--- src/rtl/ila_capture_controller.sv ---
// ila_capture_controller
//   Sequencer for the ILA circular capture buffer. Arms a capture, drives
//   the external RAM write port, waits until every location has been
//   written once, then accepts a trigger. After a programmable holdoff it
//   freezes the buffer and reads it back oldest-to-newest through a
//   ready-gated read port.
//
//   Optional build macro: ILA_TRIG_ADDR_EN adds o_trig_addr (address of
//   the trigger sample, latched on the trigger cycle, cleared on arm).
//
// Ports
//   clk, reset                       clock, async active-high reset
//   i_arm                            start a new capture (ignored in READ)
//   i_trigger                        trigger qualifier, honoured in PRIMED
//   i_holdoff[HOLDOFF_WIDTH]         post-trigger write count
//   i_rd_start                       begin readout from DONE
//   i_rd_ready                       consumer accepts a read issue
//   o_wr_en, o_waddr                 RAM write port
//   o_ren, o_raddr                   RAM read port
//   o_rvalid, o_rlast                read data valid (o_ren + 1), final beat
//   o_primed, o_triggered, o_stopped status flags
//   o_busy                           capture or readout in progress
module ila_capture_controller #(
  parameter int ADDR_WIDTH    = 10,
  parameter int HOLDOFF_WIDTH = 20
) (
  input  logic                     clk,
  input  logic                     reset,
  input  logic                     i_arm,
  input  logic                     i_trigger,
  input  logic [HOLDOFF_WIDTH-1:0] i_holdoff,
  input  logic                     i_rd_start,
  input  logic                     i_rd_ready,
  output logic                     o_wr_en,
  output logic [ADDR_WIDTH-1:0]    o_waddr,
  output logic                     o_ren,
  output logic [ADDR_WIDTH-1:0]    o_raddr,
  output logic                     o_rvalid,
  output logic                     o_rlast,
  output logic                     o_primed,
  output logic                     o_triggered,
  output logic                     o_stopped,
`ifdef ILA_TRIG_ADDR_EN
  output logic [ADDR_WIDTH-1:0]    o_trig_addr,
`endif
  output logic                     o_busy
);

  typedef enum logic [2:0] {
    S_IDLE, S_FILL, S_PRIMED, S_HOLDOFF, S_DONE, S_READ
  } state_t;

  state_t state, state_nxt;

  logic [ADDR_WIDTH-1:0]    wptr;
  logic [ADDR_WIDTH-1:0]    fill_cnt;
  logic [ADDR_WIDTH-1:0]    rd_cnt;
  logic [HOLDOFF_WIDTH-1:0] hold_cnt;

  // Arm is honoured everywhere except READ and always beats other requests.
  logic arm_go;
  logic fill_last;
  logic trig_hit;
  logic rd_go;
  logic rd_last;

  assign arm_go    = i_arm && (state != S_READ);
  assign fill_last = (state == S_FILL) && (fill_cnt == '1);
  assign trig_hit  = (state == S_PRIMED) && i_trigger && !arm_go;
  assign rd_go     = (state == S_DONE) && i_rd_start && !arm_go;
  assign rd_last   = o_ren && (rd_cnt == '1);

  // ---------------- state register ----------------
  always_ff @(posedge clk or posedge reset) begin
    if (reset) state <= S_IDLE;
    else       state <= state_nxt;
  end

  // ---------------- next state ----------------
  always_comb begin
    state_nxt = state;
    if (arm_go) begin
      state_nxt = S_FILL;
    end else begin
      case (state)
        S_FILL:    if (fill_last) state_nxt = S_PRIMED;
        S_PRIMED:  if (i_trigger)
                     state_nxt = (i_holdoff == '0) ? S_DONE : S_HOLDOFF;
        S_HOLDOFF: if (hold_cnt == HOLDOFF_WIDTH'(1)) state_nxt = S_DONE;
        S_DONE:    if (i_rd_start) state_nxt = S_READ;
        S_READ:    if (rd_last) state_nxt = S_DONE;
        default:   state_nxt = state;
      endcase
    end
  end

  // ---------------- outputs ----------------
  always_comb begin
    o_wr_en = 1'b0;
    o_ren   = 1'b0;
    o_busy  = 1'b0;
    case (state)
      S_FILL, S_PRIMED, S_HOLDOFF: begin
        o_wr_en = 1'b1;
        o_busy  = 1'b1;
      end
      S_READ: begin
        o_ren  = i_rd_ready;
        o_busy = 1'b1;
      end
      default: ;
    endcase
  end

  assign o_waddr = wptr;

  // ---------------- datapath ----------------
  // The write pointer is never cleared by arm, so the buffer stays circular
  // across captures; only reset returns it to 0.
  always_ff @(posedge clk or posedge reset) begin
    if (reset) begin
      wptr     <= '0;
      fill_cnt <= '0;
      hold_cnt <= '0;
    end else begin
      if (o_wr_en) wptr <= wptr + ADDR_WIDTH'(1);
      if (arm_go)                  fill_cnt <= '0;
      else if (state == S_FILL)    fill_cnt <= fill_cnt + ADDR_WIDTH'(1);
      if (trig_hit)                hold_cnt <= i_holdoff;
      else if (state == S_HOLDOFF) hold_cnt <= hold_cnt - HOLDOFF_WIDTH'(1);
    end
  end

  // Readout starts at the write pointer, which after the holdoff points at
  // the oldest sample still in the buffer.
  always_ff @(posedge clk or posedge reset) begin
    if (reset) begin
      o_raddr  <= '0;
      rd_cnt   <= '0;
      o_rvalid <= 1'b0;
      o_rlast  <= 1'b0;
    end else begin
      if (rd_go) begin
        o_raddr <= wptr;
        rd_cnt  <= '0;
      end else if (o_ren) begin
        o_raddr <= o_raddr + ADDR_WIDTH'(1);
        rd_cnt  <= rd_cnt + ADDR_WIDTH'(1);
      end
      o_rvalid <= o_ren;
      o_rlast  <= rd_last;
    end
  end

  // Status flags. A trigger coinciding with the last fill write is not seen
  // because trig_hit only qualifies in PRIMED.
  always_ff @(posedge clk or posedge reset) begin
    if (reset) begin
      o_primed    <= 1'b0;
      o_triggered <= 1'b0;
      o_stopped   <= 1'b0;
    end else if (arm_go) begin
      o_primed    <= 1'b0;
      o_triggered <= 1'b0;
      o_stopped   <= 1'b0;
    end else begin
      if (fill_last) o_primed    <= 1'b1;
      if (trig_hit)  o_triggered <= 1'b1;
      if ((state == S_PRIMED || state == S_HOLDOFF) && state_nxt == S_DONE)
        o_stopped <= 1'b1;
    end
  end

`ifdef ILA_TRIG_ADDR_EN
  always_ff @(posedge clk or posedge reset) begin
    if (reset)         o_trig_addr <= '0;
    else if (arm_go)   o_trig_addr <= '0;
    else if (trig_hit) o_trig_addr <= wptr;
  end
`endif

endmodule

--- config.mk ---
export PLATFORM = sky130hd
export DESIGN_NAME = ila_capture_controller
export DESIGN_NICKNAME = d
export VERILOG_FILES = /design/src/rtl/ila_capture_controller.sv
export SDC_FILE = /design/constraint.sdc
export NUM_CORES = 1
export LEC_CHECK = 0
export BUFFER_PORTS_ARGS = -buffer_cell sky130_fd_sc_hd__buf_4
export CAP_MARGIN = 20
export CORE_MARGIN = 4
export CORE_UTILIZATION = 30
export CTS_CLUSTER_SIZE = 40
export DETAILED_ROUTE_END_ITERATION = 7
export GPL_TIMING_DRIVEN = 0
export SYNTH_ARGS = -nofsm -noshare
export SYNTH_HDL_FRONTEND = slang
export SYNTH_SLANG_ARGS = --single-unit
--- constraint.sdc ---
create_clock -name clk -period 3 [get_ports clk]
set_clock_uncertainty 0.1 [all_clocks]
set_input_delay 0.6 -clock clk [delete_from_list [all_inputs] [get_ports clk]]
set_output_delay 0.6 -clock clk [all_outputs]
set_load 0.02 [all_outputs]
# ---- Word-level counts from Yosys, hierarchy flattened
# Cells that the tools add are included.
dict set report classes {
  add_sub_neg 5
  mul 0
  n_div 0
  n_lt_le_gt_ge 0
  eq_ne 10
  shifts 0
  muxes 25
  bitwise 0
  reduce_logical 19
}
# op count
set op_table {}
lappend op_table {{$mux 10} 6}
lappend op_table {{$add 10x1->10 const B} 4}
lappend op_table {{$mux 20} 2}
lappend op_table {{$mux 3} 7}
lappend op_table {{$eq 10x10->1 const B} 2}
lappend op_table {{$eq 20x1->1 const B} 1}
lappend op_table {{$logic_not 20->1} 1}
lappend op_table {{$sub 20x1->20 const B} 1}
lappend op_table {{$pmux 3 s5} 1}
lappend op_table {{$reduce_bool 2->1} 6}
lappend op_table {{$eq 3x3->1 const B} 3}
lappend op_table {{$mux 1} 9}
lappend op_table {{$logic_and 1x1->1} 8}
lappend op_table {{$eq 3x2->1 const B} 2}
lappend op_table {{$reduce_or 4->1} 1}
lappend op_table {{$eq 3x1->1 const B} 1}
lappend op_table {{$ne 3x3->1 const B} 1}
lappend op_table {{$reduce_or 3->1} 1}
lappend op_table {{$logic_not 1->1} 1}
lappend op_table {{$logic_or 1x1->1} 1}
dict set report word_totals {
  reg_bits 68
  latchBits 0
  ramBits 0
  mem_bits_ro 0
  in_bits 26
  word_cells 70
  n_memories 0
}

# ---- Logic depth before layout (Yosys ltp)
# Gate-level depths: netlist of the first run.
dict set report logic_depth {
  word_depth 10
  ltp_mapped 9
  depth_no_buf 7
}

# ---- Worst setup path before layout of the first run
# No wires, ideal clock.
dict set report synth_path {
  path_kind {register to register}
  from {register hold_cnt[6]}
  to {register hold_cnt[17]}
  arrival_ps 1977
  required_ps 2831
  setup_slack_ps 853
  path_stages_with_launch 6
  n_path_buf 1
  period_less_slack_ps 2147
  path_cell_list {dfrtp_1 or4_4 or3_1 buf_2 or4_1 nand3_1}
}
dict set report synth_via {
  elab_chain_len 3
}
# element line_no
set synth_rtl {}
lappend synth_rtl {{start: declaration} 58} ;# logic [HOLDOFF_WIDTH-1:0] hold_cnt;
lappend synth_rtl {{start signal: assignment} 129} ;# if (trig_hit) hold_cnt <= i_holdoff;
lappend synth_rtl {{start signal: assignment} 130} ;# else if (state == S_HOLDOFF) hold_cnt <= hold_cnt - HOLDOFF_WIDTH'(1);
lappend synth_rtl {{$sub 20x1->20} 130}
lappend synth_rtl {{$mux 20} 130}
lappend synth_rtl {{$mux 20} 129}
# No other way between the ends. The select of a mux whose other input is x is not followed.
# A chain may end at the register's enable or synchronous reset.

# ---- Worst setup path in the final report of the first run
dict set report layout_path {
  from {register state[0]}
  to {output port o_ren}
}
dict set report layout_via {
  elab_chain_len 2
}
# element line_no
set layout_rtl {}
lappend layout_rtl {{start: declaration} 53} ;# state_t state, state_nxt;
lappend layout_rtl {{start signal: assignment} 76} ;# else state <= state_nxt;
lappend layout_rtl {{$eq 3x3->1} 102} ;# case (state)
lappend layout_rtl {{$mux 1} 102}
lappend layout_rtl {{end: declaration} 36} ;# output logic o_ren,
# No other way between the ends.

==> impl_metrics.ini, run 1 <==
[status]
run_status = finished clean

[cts]
cts_resized = 0
cts_buffers = 9
clock-sinks = 68
root_buffer = clkbuf_16
htreeDepth = 3
path_clk_slew_ns = 0.06
clk_latency_ns = 0.33
cts_setup_buffers = 0
clock_tree.buffer_depth = 2
cts_tree = built
ctsHoldBuffers = 0

[worst_setup_path]
r2r-end = hold_cnt[1]
path_class = reg -> out
critPathArrivalTime_ns = 1.98
endpoint_kind = primary output
r2r.worst_path.cells = 6
startpoint = state[0]
cpMaxStageDelayCell = dfrtp_1
rrSetupSlack_ns = 0.52
cpPeakStageDelay_ns = 0.35
start_kind = flop
cp-endpoint = o_ren
crit_chain = buf_2 -> and3b_1 -> nand2_1 -> inv_1 -> buf_2 -> buf_4
path_common_cell = buf_2
path_max_fanout = 11
worstPathRequired_ns = 2.30
r2r-start = state[0]

[synth]
synth-compound-area-share_pct = 14.7
synthXorXnorAreaFrac_pct = 6.62
ys_ff_latch = 68
synth.largest_area_cell = dfrtp_1
synthTopCellsByArea = dfrtp_1 (48%), nand2_1 (5.6%), xnor2_1 (3.7%)
synth_fp_nets = 415
yosys.area_share.simple_pct = 25.4
ys.flop_type = dfrtp_1
yosysMostFrequentCell = dfrtp_1
synth_top_family_by_area = simple AND/OR/NAND/NOR gates
synth_top_area_share_pct = 47.6
synth_edf_count = 0
yosys_warnings = 0
synthCells = 383
synth_commonest_cells = dfrtp_1 (68), nand2_1 (53), nor2_1 (33)
netlist_area_sq_um = 3570
synthMuxAreaShare_pct = 0.595
yosysSeqAreaShare_pct = 47.6
synthArstFlopShare_pct = 100
avgSynthCellArea_sq_um = 9.33
yosysUniqueCellTypes = 50
synth_adder_area_share_pct = 2.10

[placement]
dp_cells = 579
place_ws_ns = 0.440
io_buffers = 53
gp_congestion = 0.843
hpwl_microns = 6240

[power_and_ir_drop]
p_seq_share_pct = 44.6
p_clk_share_pct = 52.3
p_int_w = 0.00160
power.switching_w = 0.000467
irDropWorstVdd_uv = 319
p_leak_nw = 1.85
p_sw_share_pct = 22.6
power.density_nw_per_um2 = 464
p_comb_share_pct = 3.1

[die]
num_rows = 39
core_area_sq_um = 11500
num_io_pins = 54
die_area_sq_um = 13700
die_w_microns = 117
die_h_microns = 117
initial_core_util_pct = 31.0

[sta]
setup_viol = 0
slew_violations = 0
whs_ns = 0.340
fmax_mhz = 373
maxSlewHeadroom_pct = 42.4
hold_violations = 0
grt_setup_unrepaired = no
tns_ns = 0
min_period_ns = 2.68
tightest_slew_ns = 0.865
finalWorstSetupSlack_ns = 0.316
fin_crit_sh_pct = 89.5

[global_route]
grt_max_degree = 69
grt_pass1_vias = 3042
antenna_found_initial = 0
gr-usage-all-layers_pct = 13.2
gr-total-overflow = 0
grt_pass1_wl_microns = 14600

[drt]
ant_nets = 0
drc = 0
vias_per_cell = 5.18
drt-initial-drc-count = 160
wl_microns = 8640
vias = 3085
routedWlPerCell_microns = 14.5
dr.pass1.iters = 4

[min_path]
hold_class = in -> async

[run]
maxCapViolCount = 0

[cells_and_area]
n_antenna_cell = 0
layoutNonFillerInstCount = 595
multiInputGateArea_sq_um = 1770
area_growth_pct = 24.8
nets = 479
fill_cells = 1151
seqCellArea_sq_um = 1700
drive_gt1_share_pct = 18.4
==> logic make-up (layout without fill, tap and decap cells) <==
logic type               Yosys count  after routing
AND/OR/NAND/NOR                  178            178
multiplexers                       2              2
AO/OA/AOI/OAI                     76             76
adder cells (fa/ha/maj)            6              6
flip-flops                        68             68
XOR/XNOR                          27             27
buffers and inverters             26             95
==> per-stage QoR <==
| stage | cell area, sq um | total power, W | utilization, % |
|---|---|---|---|
| after floorplan | 3570 | 0.000965 | - |
| after global placement | 4150 | 0.00100 | 36.0 |
| after detailed placement | 4150 | 0.00101 | 36.1 |
| after CTS | 4460 | 0.00209 | 38.7 |
| after global routing | 4460 | 0.00214 | 38.7 |
| final | 4460 | 0.00207 | 38.7 |
==> cell type report <==
cell class	count	share of cell area, %
tap	143	4.01
buffer	12	1.21
timing repair buffer	53	8.92
clock inverter	7	1.82
sequential	68	38.2
clock buffer	9	5.05
inverter	14	1.23
multi-input combinational	289	39.6
==> cell usage in the layout, fill, tap and decap left out, types with 10 or more instances in the layout <==
cell type	count
o211ai_1	10
dfrtp_1	68
nand4_1	11
nor2_1	33
o311ai_0	12
inv_1	13
nand2_1	53
xnor2_1	15
a21oi_1	14
nand3_1	23
o21ai_0	21
nor4_1	12
xor2_1	12
buf_4	54
==> flip-flops by register name, indices dropped and copies added (netlist names) <==
signal and cells:
o_raddr 10, state 3, o_stopped 1, o_primed 1, o_triggered 1, hold_cnt 20
o_rvalid 1, o_rlast 1, fill_cnt 10, rd_cnt 10, o_waddr 10
==> worst min-delay path by stage <==
| stage | end | slack, ns | depth (start not counted) | start |
|---|---|---|---|---|
| after floorplan | rd_cnt[0] | 0.39 | 1 | rd_cnt[0] |
| final | o_waddr[3] | 0.34 | 2 | reset |
| after global routing | hold_cnt[7] | 0.40 | 3 | i_holdoff[7] |
| after detailed placement | o_waddr[9] | 0.41 | 1 | o_waddr[9] |
| after CTS | hold_cnt[7] | 0.38 | 3 | i_holdoff[7] |
| after global placement | o_stopped | 0.39 | 2 | o_stopped |
==> critical path: cells and delay by family, from the launching register on <==
kind / cells / cell delay, ns
and+or+nand+nor: 2 / 0.48
buffers and inverters: 4 / 0.83
DFF: 1 / 0.35
==> power by group through the flow <==
stage,Clock (W),Sequential (W),Combinational (W)
floorplan,0,0.000940,0.0000255
global placement,0,0.000940,0.0000644
detailed placement,0,0.000941,0.0000656
CTS,0.00110,0.000924,0.0000658
global route,0.00115,0.000924,0.0000721
finish,0.00108,0.000924,0.0000637
==> routing by layer <==
metal	up-vias	GRT usage, %	part of all wire (%)
met5	-	0	0
met4	0	5.50	2.2
met3	17	2.83	4.4
met2	67	19.7	45
met1	1464	18.7	48
li1	1537	-	-
No activity file was read; power rests on OpenSTA's default activity.
==> run 2, diff against run 1 <==
--- a/config.mk
+++ b/config.mk
@@ -9,6 +9,7 @@
 export CAP_MARGIN = 20
 export CORE_MARGIN = 4
 export CORE_UTILIZATION = 30
+export CTS_BUF_LIST = sky130_fd_sc_hd__clkbuf_4 sky130_fd_sc_hd__clkbuf_8
 export CTS_CLUSTER_SIZE = 40
 export DETAILED_ROUTE_END_ITERATION = 7
 export GPL_TIMING_DRIVEN = 0
==> constraint.sdc (replaced) <==
create_clock -name clk -period 3 [get_ports clk]
set_clock_uncertainty 0.1 [all_clocks]
set_input_delay 0.6 -clock clk [delete_from_list [all_inputs] [get_ports clk]]
set_output_delay 0.6 -clock clk [all_outputs]
set_load 0.05 [all_outputs]
==> run 2 against run 1 <==
Sequential power about the same. Via count decreased by 0.58%. Wire length decreased by 0.10%. Clock-buffer cell count unchanged. Register-to-register slack about the same. Fmax decreased by 3.0%. Hold slack got worse by 0.018 ns. Largest power group is now registers.
==> impl_metrics.ini, run 2 (same netlist as run 1, synthesis figures left out) <==
[cts]
ctsHoldBuffers = 0
htreeDepth = 3
clock-sinks = 68
root_buffer = clkbuf_8
clk_latency_ns = 0.35
cts_resized = 0
path_clk_slew_ns = 0.08
clock_tree.buffer_depth = 2
cts_buffers = 9
cts_setup_buffers = 0
cts_tree = built

[drt]
wl_microns = 8630
dr.pass1.iters = 5
drc = 0
ant_nets = 0
vias_per_cell = 5.15
drt-initial-drc-count = 178
vias = 3067
routedWlPerCell_microns = 14.5

[power_and_ir_drop]
p_sw_share_pct = 24.4
p_leak_nw = 1.81
p_seq_share_pct = 52.0
p_comb_share_pct = 3.6
irDropWorstVdd_uv = 229
p_clk_share_pct = 44.5
p_int_w = 0.00134
power.density_nw_per_um2 = 407
power.switching_w = 0.000433

[die]
num_rows = 39
die_area_sq_um = 13700
num_io_pins = 54
die_w_microns = 117
initial_core_util_pct = 31.0
core_area_sq_um = 11500
die_h_microns = 117

[cells_and_area]
mostFrequentLayoutCells = dfrtp_1 (68), buf_4 (54), nand2_1 (53)
regMostFlops = hold_cnt
nets = 479
drive_gt1_share_pct = 18.4
n_antenna_cell = 0
largest_reg_flops = 20
area_growth_pct = 22.0
layout_commonest_cell = dfrtp_1
fill_cells = 1175

[global_route]
gr-total-overflow = 0
gr-usage-all-layers_pct = 13.2
grt_pass1_vias = 3038
antenna_found_initial = 0
grt_max_degree = 69
grt_pass1_wl_microns = 14600

[worst_setup_path]
cpMaxStageDelayCell = dfrtp_1
path_max_fanout = 11
cp_top_family = buffers and inverters
worstPathRequired_ns = 2.30
crit_chain = buf_2 -> and3b_1 -> nand2_1 -> inv_1 -> buf_2 -> buf_4
path_common_cell = buf_2
cpPeakStageDelay_ns = 0.36
endpoint_kind = primary output
startpoint = state[0]
path_class = reg -> out
r2r-start = state[0]
critPathBufInv = 4
start_kind = flop
critPathArrivalTime_ns = 2.07

[sta]
hold_violations = 0
grt_setup_unrepaired = no
setup_viol = 0
tightest_slew_ns = 0.851
slew_violations = 0
min_period_ns = 2.77
finalWorstSetupSlack_ns = 0.232
maxSlewHeadroom_pct = 43.2
fin_crit_sh_pct = 92.3
tns_ns = 0
fmax_mhz = 361

[run]
maxCapViolCount = 0

[placement]
io_buffers = 53
place_ws_ns = 0.440
hpwl_microns = 6240
gp_congestion = 0.843

[min_path]
hold_class = in -> async

[status]
run_status = finished clean
-- run 2: cell counts in the layout (fill, tap and decap cells not counted) --
No cell type changed its count.
-- run 2: power by group through the flow --
stage | Combinational, W | Sequential (W) | Clock [W]
after floorplan | 0.0000255 | 0.000940 | 0
after global placement | 0.0000644 | 0.000940 | 0
after detailed placement | 0.0000656 | 0.000941 | 0
after CTS | 0.0000658 | 0.000922 | 0.000807
after global routing | 0.0000721 | 0.000923 | 0.000856
final | 0.0000634 | 0.000922 | 0.000789
-- run 2: stage by stage --
| step | hold WS (ns) | instances | instance area (sq um) | util (%) | total power, W |
|---|---|---|---|---|---|
| floorplan | 0.389 | 383 | 3570 | - | 0.000965 |
| global placement | 0.385 | 579 | 4150 | 36.0 | 0.00100 |
| detailed placement | 0.406 | 579 | 4150 | 36.1 | 0.00101 |
| CTS | 0.357 | 595 | 4360 | 37.8 | 0.00180 |
| global route | 0.372 | 595 | 4360 | 37.8 | 0.00185 |
| finish | 0.322 | 595 | 4360 | 37.8 | 0.00177 |
-- run 2: final cells by class --
type / count / area (sq um) / share of cell area, %
Buffer: 12 / 53.8 / 1.23
Clock buffer: 9 / 124 / 2.84
Clock inverter: 7 / 81.3 / 1.87
Inverter: 14 / 55.1 / 1.26
Multi-Input combinational cell: 289 / 1770 / 40.5
Sequential cell: 68 / 1700 / 39.0
Tap cell: 143 / 179 / 4.11
Timing Repair Buffer: 53 / 398 / 9.13
-- run 2: per-layer routing --
layer | GRT usage, % | share of wire (%) | wire length, microns | up-vias
met1 | 18.5 | 48 | 4160 | 1454
met5 | 0 | 0 | 0 | -
met3 | 3.44 | 4.4 | 380 | 13
met4 | 4.66 | 1.7 | 151 | 0
li1 | - | - | - | 1534
met2 | 19.7 | 46 | 3940 | 66
-- run 2: path summary, 6_finish.rpt --
path                       depth (start not counted)  slack, ns     endpoint
min in group clk                                   3       0.37  hold_cnt[7]
hold / removal                                     2       0.32   o_waddr[3]
setup reg to reg                                   6       0.51  hold_cnt[1]
hold reg to reg                                    2       0.41  o_triggered
max in group asynchronous                          2       1.90    rd_cnt[6]
setup / recovery                                   6       0.23        o_ren
